`config.mk`:
```
export PLATFORM = sky130hd
export DESIGN_NAME = cond_logic
export DESIGN_NICKNAME = d
export VERILOG_FILES = /design/src/rtl/cond_pkg.sv /design/src/rtl/cond_check.sv /design/src/rtl/cond_logic.sv
export SDC_FILE = /design/constraint.sdc
export NUM_CORES = 1
export LEC_CHECK = 0
export ABC_AREA = 1
export CAP_MARGIN = 20
export CORE_MARGIN = 5
export CORE_UTILIZATION = 31
export CTS_BUF_LIST = sky130_fd_sc_hd__clkbuf_4
export CTS_CLUSTER_SIZE = 30
export DETAILED_ROUTE_END_ITERATION = 8
export PLACE_DENSITY = 0.71
export RECOVER_POWER = 50
export SLEW_MARGIN = 15
export SYNTH_ARGS = -nofsm -noshare
export SYNTH_HDL_FRONTEND = slang
export SYNTH_SLANG_ARGS = --single-unit
```
`constraint.sdc`:
```
create_clock -name clk -period 1.85 [get_ports clk]
set_clock_uncertainty 0.15 [all_clocks]
set_input_delay 0.37 -clock clk [delete_from_list [all_inputs] [get_ports clk]]
set_output_delay 0.37 -clock clk [all_outputs]
set_load 0.02 [all_outputs]
```
`src/rtl/cond_pkg.sv`:
```
// Shared definitions for the conditional-execution unit: condition encodings,
// NZCV bit positions and flag-write request bit positions.
package cond_pkg;

  typedef enum logic [3:0] {
    COND_EQ = 4'b0000,
    COND_NE = 4'b0001,
    COND_CS = 4'b0010,
    COND_CC = 4'b0011,
    COND_MI = 4'b0100,
    COND_PL = 4'b0101,
    COND_VS = 4'b0110,
    COND_VC = 4'b0111,
    COND_HI = 4'b1000,
    COND_LS = 4'b1001,
    COND_GE = 4'b1010,
    COND_LT = 4'b1011,
    COND_GT = 4'b1100,
    COND_LE = 4'b1101,
    COND_AL = 4'b1110,
    COND_NV = 4'b1111
  } cond_e;

  localparam int FLAG_N = 3;
  localparam int FLAG_Z = 2;
  localparam int FLAG_C = 1;
  localparam int FLAG_V = 0;

  localparam int FLAGW_NZ = 1;
  localparam int FLAGW_CV = 0;

endpackage

```
`src/rtl/cond_check.sv`:
```
// Combinational condition evaluator: decides whether an instruction with the
// given condition field executes under the current NZCV flags.
module cond_check
  import cond_pkg::*;
(
  input  logic [3:0] cond,
  input  logic [3:0] flags,
  output logic       cond_ex
);

  logic n, z, c, v;

  assign n = flags[FLAG_N];
  assign z = flags[FLAG_Z];
  assign c = flags[FLAG_C];
  assign v = flags[FLAG_V];

  always_comb begin
    cond_ex = 1'b0;
    case (cond_e'(cond))
      COND_EQ: cond_ex = z;
      COND_NE: cond_ex = ~z;
      COND_CS: cond_ex = c;
      COND_CC: cond_ex = ~c;
      COND_MI: cond_ex = n;
      COND_PL: cond_ex = ~n;
      COND_VS: cond_ex = v;
      COND_VC: cond_ex = ~v;
      COND_HI: cond_ex = c & ~z;
      COND_LS: cond_ex = ~c | z;
      COND_GE: cond_ex = (n == v);
      COND_LT: cond_ex = (n != v);
      COND_GT: cond_ex = ~z & (n == v);
      COND_LE: cond_ex = z | (n != v);
      // The unused 1111 encoding behaves as always.
      COND_AL, COND_NV: cond_ex = 1'b1;
      default: cond_ex = 1'b0;
    endcase
  end

endmodule

```
`src/rtl/cond_logic.sv`:
```
// Conditional-execution unit: holds NZCV, evaluates the condition field on the
// pre-update flags and gates the PC, register, memory and flag write strobes.
module cond_logic
  import cond_pkg::*;
#(
  parameter logic [3:0] FLAGS_RST = 4'b0000
) (
  input  logic       clk,
  input  logic       reset,
  input  logic [3:0] cond,
  input  logic [3:0] alu_flags,
  input  logic [1:0] flag_w,
  input  logic       pcs,
  input  logic       reg_w,
  input  logic       mem_w,
  input  logic       no_write,
  output logic       pc_src,
  output logic       reg_write,
  output logic       mem_write,
  output logic [3:0] flags
);

  logic [1:0] nz;
  logic [1:0] cv;
  logic       cond_ex;

  assign flags = {nz, cv};

  cond_check u_cond_check (
    .cond    (cond),
    .flags   (flags),
    .cond_ex (cond_ex)
  );

  assign pc_src    = pcs & cond_ex;
  assign reg_write = reg_w & cond_ex & ~no_write;
  assign mem_write = mem_w & cond_ex;

  // NZ and CV are written independently so logical ops can leave C/V intact.
  always_ff @(posedge clk) begin
    if (reset) begin
      nz <= FLAGS_RST[3:2];
      cv <= FLAGS_RST[1:0];
    end else begin
      if (flag_w[FLAGW_NZ] && cond_ex) nz <= alu_flags[3:2];
      if (flag_w[FLAGW_CV] && cond_ex) cv <= alu_flags[1:0];
    end
  end

endmodule

```
# Yosys cells after proc, flatten, opt, wreduce, memory -nomap -nowiden
# Index checks and enable logic that the tools add are counted.
# totals
word_cells,37
reg_bits,4
inputBits,16
output_inout_bits,7
# op_classes
eq_ne,17
n_bitwise,13
n_reduce_logical,4
muxes,1
# op_table
op,n
$eq A4 B4 Y1 const B,8
$eq A4 B3 Y1 const B,4
$pmux W1 S15,1
$eq A4 B2 Y1 const B,2
$and A1 B1 Y1,6
$not A1 Y1,5
$eq A4 B1 Y1 const B,1
$logic_not A4 Y1,1
$logic_and A1 B1 Y1,2
$or A1 B1 Y1,2
$reduce_or A2 Y1,1
$eq A1 B1 Y1,1
$ne A1 B1 Y1,1

# Logic depth before layout (Yosys ltp)
# Gate-level depths: netlist (run 1).
# logic_depth
ltp_word,5
mapped_depth,12
mapped_depth_nobuf,12

# Cells and area by module
# Synthesis (run 1) repeated with hierarchy kept, for this count alone.
# unflattened
cells_unflattened,85
hier_area_um2,421.7
# by_module_without_submodules
mod,instances,area_each_um2,seq_area_each_um2,cells_per_inst
cond_check,1,232.7,0.0,52
cond_logic,1,188.9,80.1,33

# Worst setup path before layout (run 1)
# No wires, ideal clock.
# synth_path
kind,reg-to-output
start,register nz[1]
end,output port reg_write
t_arrival_ns,1.505
path_buffers,0
path_stages_with_launch,9
required_time_ns,1.330
slack_ns,-0.175
path_cell_list,dfxtp_1 > inv_1 > nand2_1 > nand3_1 > a21oi_1 > nor2_2 > nand2_4 > nand2_1 > nor3b_2
# synth_via
elab_chain_len,5
elab_cells_between_ends,8
cone_classes,eq/ne (2); mux (1); bitwise (5)
# synth_lines
item,line_no,source
start: declaration,cond_logic.sv:23,logic [1:0] nz;
start signal: assignment,cond_logic.sv:42,nz <= FLAGS_RST[3:2];
start signal: assignment,cond_logic.sv:45,if (flag_w[FLAGW_NZ] && cond_ex) nz <= alu_flags[3:2];
$ne A1 B1 Y1 / $eq A1 B1 Y1 (equally long branches),-,
$or A1 B1 Y1 / $and A1 B1 Y1 (equally long branches),"cond_check.sv:34, cond_check.sv:33",
$pmux W1 S15 (*),cond_check.sv:20,case (cond_e'(cond))
$and A1 B1 Y1 (*) (2 in series),cond_logic.sv:36,assign reg_write = reg_w & cond_ex & ~no_write;
end: declaration,cond_logic.sv:18,"output logic reg_write,"
# Mark *: on every way between the ends. The rest lies on a longest branch, timed or not.

# Worst setup path in the final report (run 1)
# layout_path
start,register cv[0]
end,output port reg_write
# layout_via
elab_chain_len,5
elab_cells_between_ends,8
cone_classes,eq/ne (2); mux (1); bitwise (5)
# layout_lines
item,line_no,source
start: declaration,cond_logic.sv:24,logic [1:0] cv;
start signal: assignment,cond_logic.sv:43,cv <= FLAGS_RST[1:0];
start signal: assignment,cond_logic.sv:46,if (flag_w[FLAGW_CV] && cond_ex) cv <= alu_flags[1:0];
$ne A1 B1 Y1 / $eq A1 B1 Y1 (equally long branches),-,
$or A1 B1 Y1 / $and A1 B1 Y1 (equally long branches),"cond_check.sv:34, cond_check.sv:33",
$pmux W1 S15 (*),cond_check.sv:20,
$and A1 B1 Y1 (*) (2 in series),cond_logic.sv:36,
# Marked as above.

==> impl_results.md, run 1 <==
- Status: finished, violations left
- Violations in the final reports: setup timing
- Routed wire per std cell: 11.0 microns
- 1st-iter DRT viols: 9
- Yosys warning total: 0
- Share of Yosys cell area claimed by the top area cell type: 19.5%
- Unrepaired setup endpoints after global routing: true
- Via-per-instance ratio: 4.67
- Critical path class: reg2out
- Core footprint: 0.00149 sq mm
- Clock Latency Late Sink: 0.24 ns
- Vias in the first global route: 718
- Final worst hold slack: 0.489 ns
- Final-report max-slew violation count: 0
- Count of TritonRoute iterations in the first routing pass: 4
- Largest cells by area after synthesis: sky130_fd_sc_hd__nand2_1 20%, sky130_fd_sc_hd__dfxtp_1 17%, sky130_fd_sc_hd__inv_1 15%
- Maximum clock path buffer count: 2
- Number of setup violations in the final report: 3
- Wire length of the first global-routing pass: 2760 microns
- Area delta synth->final: 104%
- Crit path capture type: primary output
- Number of antenna violations at the first check in global routing: 0
- Post-Synthesis Net Count: 106
- Post-layout worst setup margin: -0.191 ns
- Hold-fix buffers, CTS: 0
- FILL cells: 133
- Detail Route Antenna Nets: 0
- Peak VDD IR: 0.274 mV
- Fin crit share: 110%
- Max Fanout on Critical Path: 4
- Global placer's final weighted congestion: 0.877
- Max Freq: 490 MHz
- Commonest non-fill, non-tap cell in the layout: sky130_fd_sc_hd__buf_4
- Maximum level of the CTS H-tree: 1
- Total wire length: 1670 microns
- Clock edge transition at the registers on the reported setup and hold paths: 0.04 ns
- Count of input and output buffers: 22
- I/O pin total: 23
- Power density over the cells: 539 mW/mm^2
- Area taken by flip-flops and latches: 90.1 sq um
- Count of state elements after synthesis: 4
- Min cycle time layout: 2.04 ns
- Largest net degree at the start of global routing: 7
- Area occupied by multi-input gates: 387 sq um
- Tightest Hold Check Type: reg2reg
- Die Ht: 49.4 microns
- Arrival time at the worst endpoint: 1.52 ns
- Clock tree from TritonCTS: yes
- Final global-route overflow total: 0
- Number of nets in the layout: 154
- Critical path required time: 1.33 ns
- Post-synth top flop: sky130_fd_sc_hd__dfxtp_1
- Number of standard-cell rows in the floorplan: 14
- Top library cells by usage in the layout, fill and taps aside: 22 x sky130_fd_sc_hd__buf_4, 17 x sky130_fd_sc_hd__inv_1, 17 x sky130_fd_sc_hd__nand2_1, 14 x sky130_fd_sc_hd__clkdlybuf4s50_1
- Mean Syn Cell Area: 5.34 sq um
- Transition at the pin with the smallest max-transition slack: 0.246 ns
- Cts bufs inserted: 3
- Leakage power: 0.510 nW
- Die Footprint: 0.00244 sq mm
- Root buf cell: sky130_fd_sc_hd__clkbuf_4
- Die Wd: 49.4 microns
- Pwr Total: 529 uW
- Layout cell share with drive strength beyond 1: 50.7%
- Post-synth EDFFs: 0
- Routed vias: 710
- Max-capacitance violation count: 0
- Headroom to the max-slew limit: 83.7%
- Overall global routing resource usage: 14.1%
- Count of cell types in the netlist: 16
- Initial cell density of the core: 32.3%
- Post-synth ARST share: 0%
- Count of endpoints failing hold in the final timing report: 0
- Summed instance area of the synthesized netlist: 480 sq um
- Sequential element share of the synthesized area: 16.7%
- Synth area leader: sky130_fd_sc_hd__nand2_1
- Number of design rule violations left after detail routing: 0
- Count of inserted antenna diode cells: 0
- Final core utilization: 66.0%
- Kind of start point of the critical path: flop
- Detailed-placement wirelength estimate: 1110 microns
- Post-Synthesis Cells: 90
- Sink count of the clock tree: 4
-- per-layer routing --
metal | vias up | track usage, % | routed length [microns]
li1 | 369 | - | -
met1 | 309 | 14.2 | 665
met3 | 4 | 3.06 | 121
met5 | - | 0 | 0
met4 | 0 | 10.5 | 34
met2 | 28 | 24.9 | 844
-- cell usage after synthesis (2+ instances only) --
cell type                 instances
sky130_fd_sc_hd__a21oi_1          3
sky130_fd_sc_hd__dfxtp_1          4
sky130_fd_sc_hd__inv_1           19
sky130_fd_sc_hd__inv_2            3
sky130_fd_sc_hd__nand2_1         25
sky130_fd_sc_hd__nand3_1          9
sky130_fd_sc_hd__nand3_2          3
sky130_fd_sc_hd__nand4_1          4
sky130_fd_sc_hd__nor2_1          10
sky130_fd_sc_hd__nor2_2           3
sky130_fd_sc_hd__o21ai_1          2
-- where the power goes --
part	total, mW	switching (mW)	internal (mW)
registers	0.111	0.0122	0.0989
logic	0.308	0.149	0.159
clock network	0.110	0.0371	0.0726
total	0.529	0.199	0.330
-- cells by family (layout without fill, tap and decap cells) --
| kind of cell | Yosys count | in the layout | share of synthesized area (%) |
|---|---|---|---|
| simple gates | 57 | 57 | 58.1 |
| flops | 4 | 4 | 16.7 |
| buf+inv | 23 | 69 | 18.2 |
| compound gates | 6 | 6 | 7.03 |
-- worst max-delay path: stages (launching register included) --
cell                      delay (ns)
sky130_fd_sc_hd__dfxtp_4        0.36
sky130_fd_sc_hd__inv_4          0.04
sky130_fd_sc_hd__nand2_1        0.07
sky130_fd_sc_hd__nand3_2        0.08
sky130_fd_sc_hd__nand2_2        0.09
sky130_fd_sc_hd__nand2_2        0.05
sky130_fd_sc_hd__nand2_2        0.07
sky130_fd_sc_hd__nor2_2         0.05
sky130_fd_sc_hd__nand2_4        0.06
sky130_fd_sc_hd__nand2_4        0.06
sky130_fd_sc_hd__nor3b_4        0.20
sky130_fd_sc_hd__buf_6          0.14
-- final cells by class --
class,count,area share (%)
inverters,22,8.92
clock buffers,3,2.29
repair buffers,44,38.2
flip-flops and latches,4,9.17
multi-input cells,63,39.4
well taps,16,2.04
-- state kept, by name, indices dropped and copies added (netlist names) --
signal and flops:
nz 2, cv 2
-- through the flow --
stage / area (sq um) / cells / setup slack, ns / setup TNS (ns)
2_1_floorplan: 518 / 90 / -0.0110 / -0.0110
3_3_place_gp: 848 / 141 / -1.05 / -4.33
3_5_place_dp: 848 / 141 / -1.07 / -4.43
4_1_cts: 927 / 149 / -0.145 / -0.379
5_1_grt: 982 / 152 / -0.276 / -0.950
6_report: 982 / 152 / -0.191 / -0.437
-- path summary, 6_finish.rpt --
check / startpoint / endpoint / slack, ns / cells after the start
min: cv[1] / cv[1] / 0.49 / 5
min reg2reg: cv[1] / cv[1] / 0.49 / 5
max reg2reg: nz[1] / cv[1] / 0.03 / 13
max: cv[0] / reg_write / -0.19 / 11
-- timing repair --
action	CTS	global route
gates cloned	1	0
endpoints found under the setup margin	7	5
hold endpoints to repair	0	0
buffers inserted	4	3
pin swaps	8	8
resized for setup	49	14
Power figures use the tool's default switching activity.
==> run 2, diff against run 1 <==
--- a/config.mk
+++ b/config.mk
@@ -6,6 +6,7 @@
 export NUM_CORES = 1
 export LEC_CHECK = 0
 export ABC_AREA = 1
+export ABC_CLOCK_PERIOD_IN_PS = 1850
 export CAP_MARGIN = 20
 export CORE_MARGIN = 5
 export CORE_UTILIZATION = 31
@@ -14,6 +15,7 @@
 export DETAILED_ROUTE_END_ITERATION = 8
 export PLACE_DENSITY = 0.71
 export RECOVER_POWER = 50
+export SKIP_LAST_GASP = 1
 export SLEW_MARGIN = 15
 export SYNTH_ARGS = -nofsm -noshare
 export SYNTH_HDL_FRONTEND = slang
==> run 2 against run 1 <==
Net effect:
- the run still ends with setup timing left
- largest cell class unchanged
- power up 1.2%
- largest power group unchanged
- worst hold slack better by 0.015 ns
- register-to-register slack is essentially flat
- clock-buffer cell count is the same
- first-iteration DRC count is 11% higher
- final cell count stayed put
- via count increased by 0.85%
- critical endpoint unchanged
==> impl_results.md, run 2 (same netlist as run 1, synthesis figures left out) <==
- Max Freq: 488 MHz
- Power Internal: 333 uW
- Number of nets in the layout: 154
- Top delay family on crit path: simple AND/OR/NAND/NOR gates
- Detail Route Antenna Nets: 0
- Final-report max-slew violation count: 0
- Max-capacitance violation count: 0
- Max Fanout on Critical Path: 4
- Die Ht: 49.4 microns
- Post-layout worst setup margin: -0.201 ns
- Status: finished, violations left
- Registers with the highest flip-flop counts: cv (2), nz (2)
- Final global-route overflow total: 0
- Count of TritonRoute iterations in the first routing pass: 4
- Sw Pwr: 202 uW
- Clock tree from TritonCTS: yes
- Logic depth of the worst setup path including buffers: 11
- Kind of start point of the critical path: flop
- Portion of total power attributed to sequential cells: 20.9%
- Count of input and output buffers: 22
- Crit path capture type: primary output
- Fin crit share: 111%
- Arrival time at the worst endpoint: 1.53 ns
- Critical path class: reg2out
- Root buf cell: sky130_fd_sc_hd__clkbuf_4
- Core footprint: 0.00149 sq mm
- Critical Path Max Stage Delay: 0.37 ns
- Unrepaired setup endpoints after global routing: true
- Initial cell density of the core: 32.3%
- Routed vias: 716
- Headroom to the max-slew limit: 84.5%
- Cts bufs inserted: 3
- Origin of the critical flop-to-flop path: nz[1]
- FILL cells: 132
- Clock edge transition at the registers on the reported setup and hold paths: 0.04 ns
- Area occupied by multi-input gates: 387 sq um
- Maximum level of the CTS H-tree: 1
- Number of antenna violations at the first check in global routing: 0
- Clock power share: 21.1%
- I/O pin total: 23
- Area taken by flip-flops and latches: 90.1 sq um
- Layout cell share with drive strength beyond 1: 50.7%
- 1st-iter DRT viols: 10
- Final worst hold slack: 0.504 ns
- Sink count of the clock tree: 4
- Vias in the first global route: 718
- Critical path required time: 1.33 ns
- Die Wd: 49.4 microns
- Commonest non-fill, non-tap cell in the layout: sky130_fd_sc_hd__buf_4
- Hold-fix buffers, CTS: 0
- Number of standard-cell rows in the floorplan: 14
- Violations in the final reports: setup timing
- Count of endpoints failing hold in the final timing report: 0
- Overall global routing resource usage: 14.1%
- Pre-CTS setup slack: -1.07 ns
- Worst setup path start: cv[0]
- Maximum clock path buffer count: 2
- Transition at the pin with the smallest max-transition slack: 0.231 ns
- Number of cells in the design after placement: 141
- Critical-path top delay cell: sky130_fd_sc_hd__dfxtp_4
- Worst path buffer plus inverter count: 2
- Top library cells by usage in the layout, fill and taps aside: 22 x sky130_fd_sc_hd__buf_4, 17 x sky130_fd_sc_hd__inv_1, 17 x sky130_fd_sc_hd__nand2_1, 14 x sky130_fd_sc_hd__clkdlybuf4s50_1
- Min cycle time layout: 2.05 ns
- Routed wire per std cell: 11.3 microns
- Cell breakdown of the critical path: inv_4 -> nand2_1 -> nand3_2 -> nand2_2 -> nand2_2 -> nand2_2 -> nor2_2 -> nand2_4 -> nand2_4 -> nor3b_4 -> buf_6
- Via-per-instance ratio: 4.71
- Portion of total power attributed to combinational logic: 58.0%
- Setup TNS Final: -0.464 ns
- Critical Path Most Common Cell: sky130_fd_sc_hd__nand2_2
- Detailed-placement wirelength estimate: 1110 microns
- Leakage power: 0.515 nW
- Largest net degree at the start of global routing: 7
- Die Footprint: 0.00244 sq mm
- Power density over the cells: 541 mW/mm^2
- Reg-to-reg setup timing slack: 0.02 ns
- Switching part of the total: 37.8%
- Clock Latency Late Sink: 0.24 ns
- Tightest Hold Check Type: reg2reg
- Reg2Reg Depth: 13
- Worst R2R End: cv[1]
- Number of setup violations in the final report: 3
- Critical Path Sink: reg_write
- Area delta synth->final: 106%
- Non-filler instance count after layout: 152
- Count of inserted antenna diode cells: 0
- Wire length of the first global-routing pass: 2760 microns
- Final core utilization: 66.4%
- Total wire length: 1720 microns
- Peak VDD IR: 0.351 mV
- Number of design rule violations left after detail routing: 0
- Global placer's final weighted congestion: 0.877
run 2: worst register-to-register path, cell delays in order (launching register included):
cell,delay (ns)
sky130_fd_sc_hd__dfxtp_4,0.37
sky130_fd_sc_hd__inv_4,0.05
sky130_fd_sc_hd__buf_4,0.13
sky130_fd_sc_hd__o21ai_2,0.14
sky130_fd_sc_hd__o21ai_2,0.07
sky130_fd_sc_hd__nor2_2,0.15
sky130_fd_sc_hd__nand2_4,0.07
sky130_fd_sc_hd__buf_4,0.13
sky130_fd_sc_hd__buf_4,0.12
sky130_fd_sc_hd__buf_4,0.15
sky130_fd_sc_hd__nand3_2,0.07
sky130_fd_sc_hd__nand2_1,0.05
sky130_fd_sc_hd__inv_1,0.04
sky130_fd_sc_hd__nor2_1,0.04
run 2: worst min-delay path by stage:
stage,from,to,slack (ns),cells after the start
final,cv[1],cv[1],0.50,5
after detailed placement,cv[0],cv[0],0.49,5
after global routing,cv[1],cv[1],0.56,5
after floorplan,reset,cv[0],0.39,3
after CTS,cv[1],cv[1],0.49,5
after global placement,cv[0],cv[0],0.49,5
run 2: cell type report:
cell class / count / share of cell area (%)
multi-input combinational: 63 / 39.1
timing repair buffer: 44 / 38.6
sequential: 4 / 9.11
inverter: 22 / 8.86
clock buffer: 3 / 2.28
tap: 16 / 2.03
run 2: what timing repair did:
item / in CTS / in global routing
gates cloned: 1 / 0
hold endpoints to repair: 0 / 0
setup buffers: 4 / 3
setup endpoints to repair: 7 / 5
pin swaps: 8 / 8
gates resized for setup: 49 / 13
run 2: per-layer routing:
layer	global-route usage, %	share of wire (%)	up-vias	wire (microns)
met4	10.5	2.0	0	34
met5	0	0	-	0
met1	14.2	39	313	678
met2	24.9	52	27	889
met3	3.06	7.1	4	122
li1	-	-	372	-
run 2: metrics by stage:
step	power [mW]	area (sq um)
after floorplan	0.242	518
after CTS	0.506	927
final	0.535	988
after global routing	0.568	988
after detailed placement	0.368	848
after global placement	0.365	848
run 2: power by group through the flow:
stage / logic [mW] / registers [mW] / clock network (mW)
4_1_cts: 0.286 / 0.108 / 0.112
5_1_grt: 0.338 / 0.114 / 0.116
3_3_place_gp: 0.257 / 0.109 / 0
6_report: 0.310 / 0.112 / 0.113
2_1_floorplan: 0.122 / 0.121 / 0
3_5_place_dp: 0.259 / 0.109 / 0
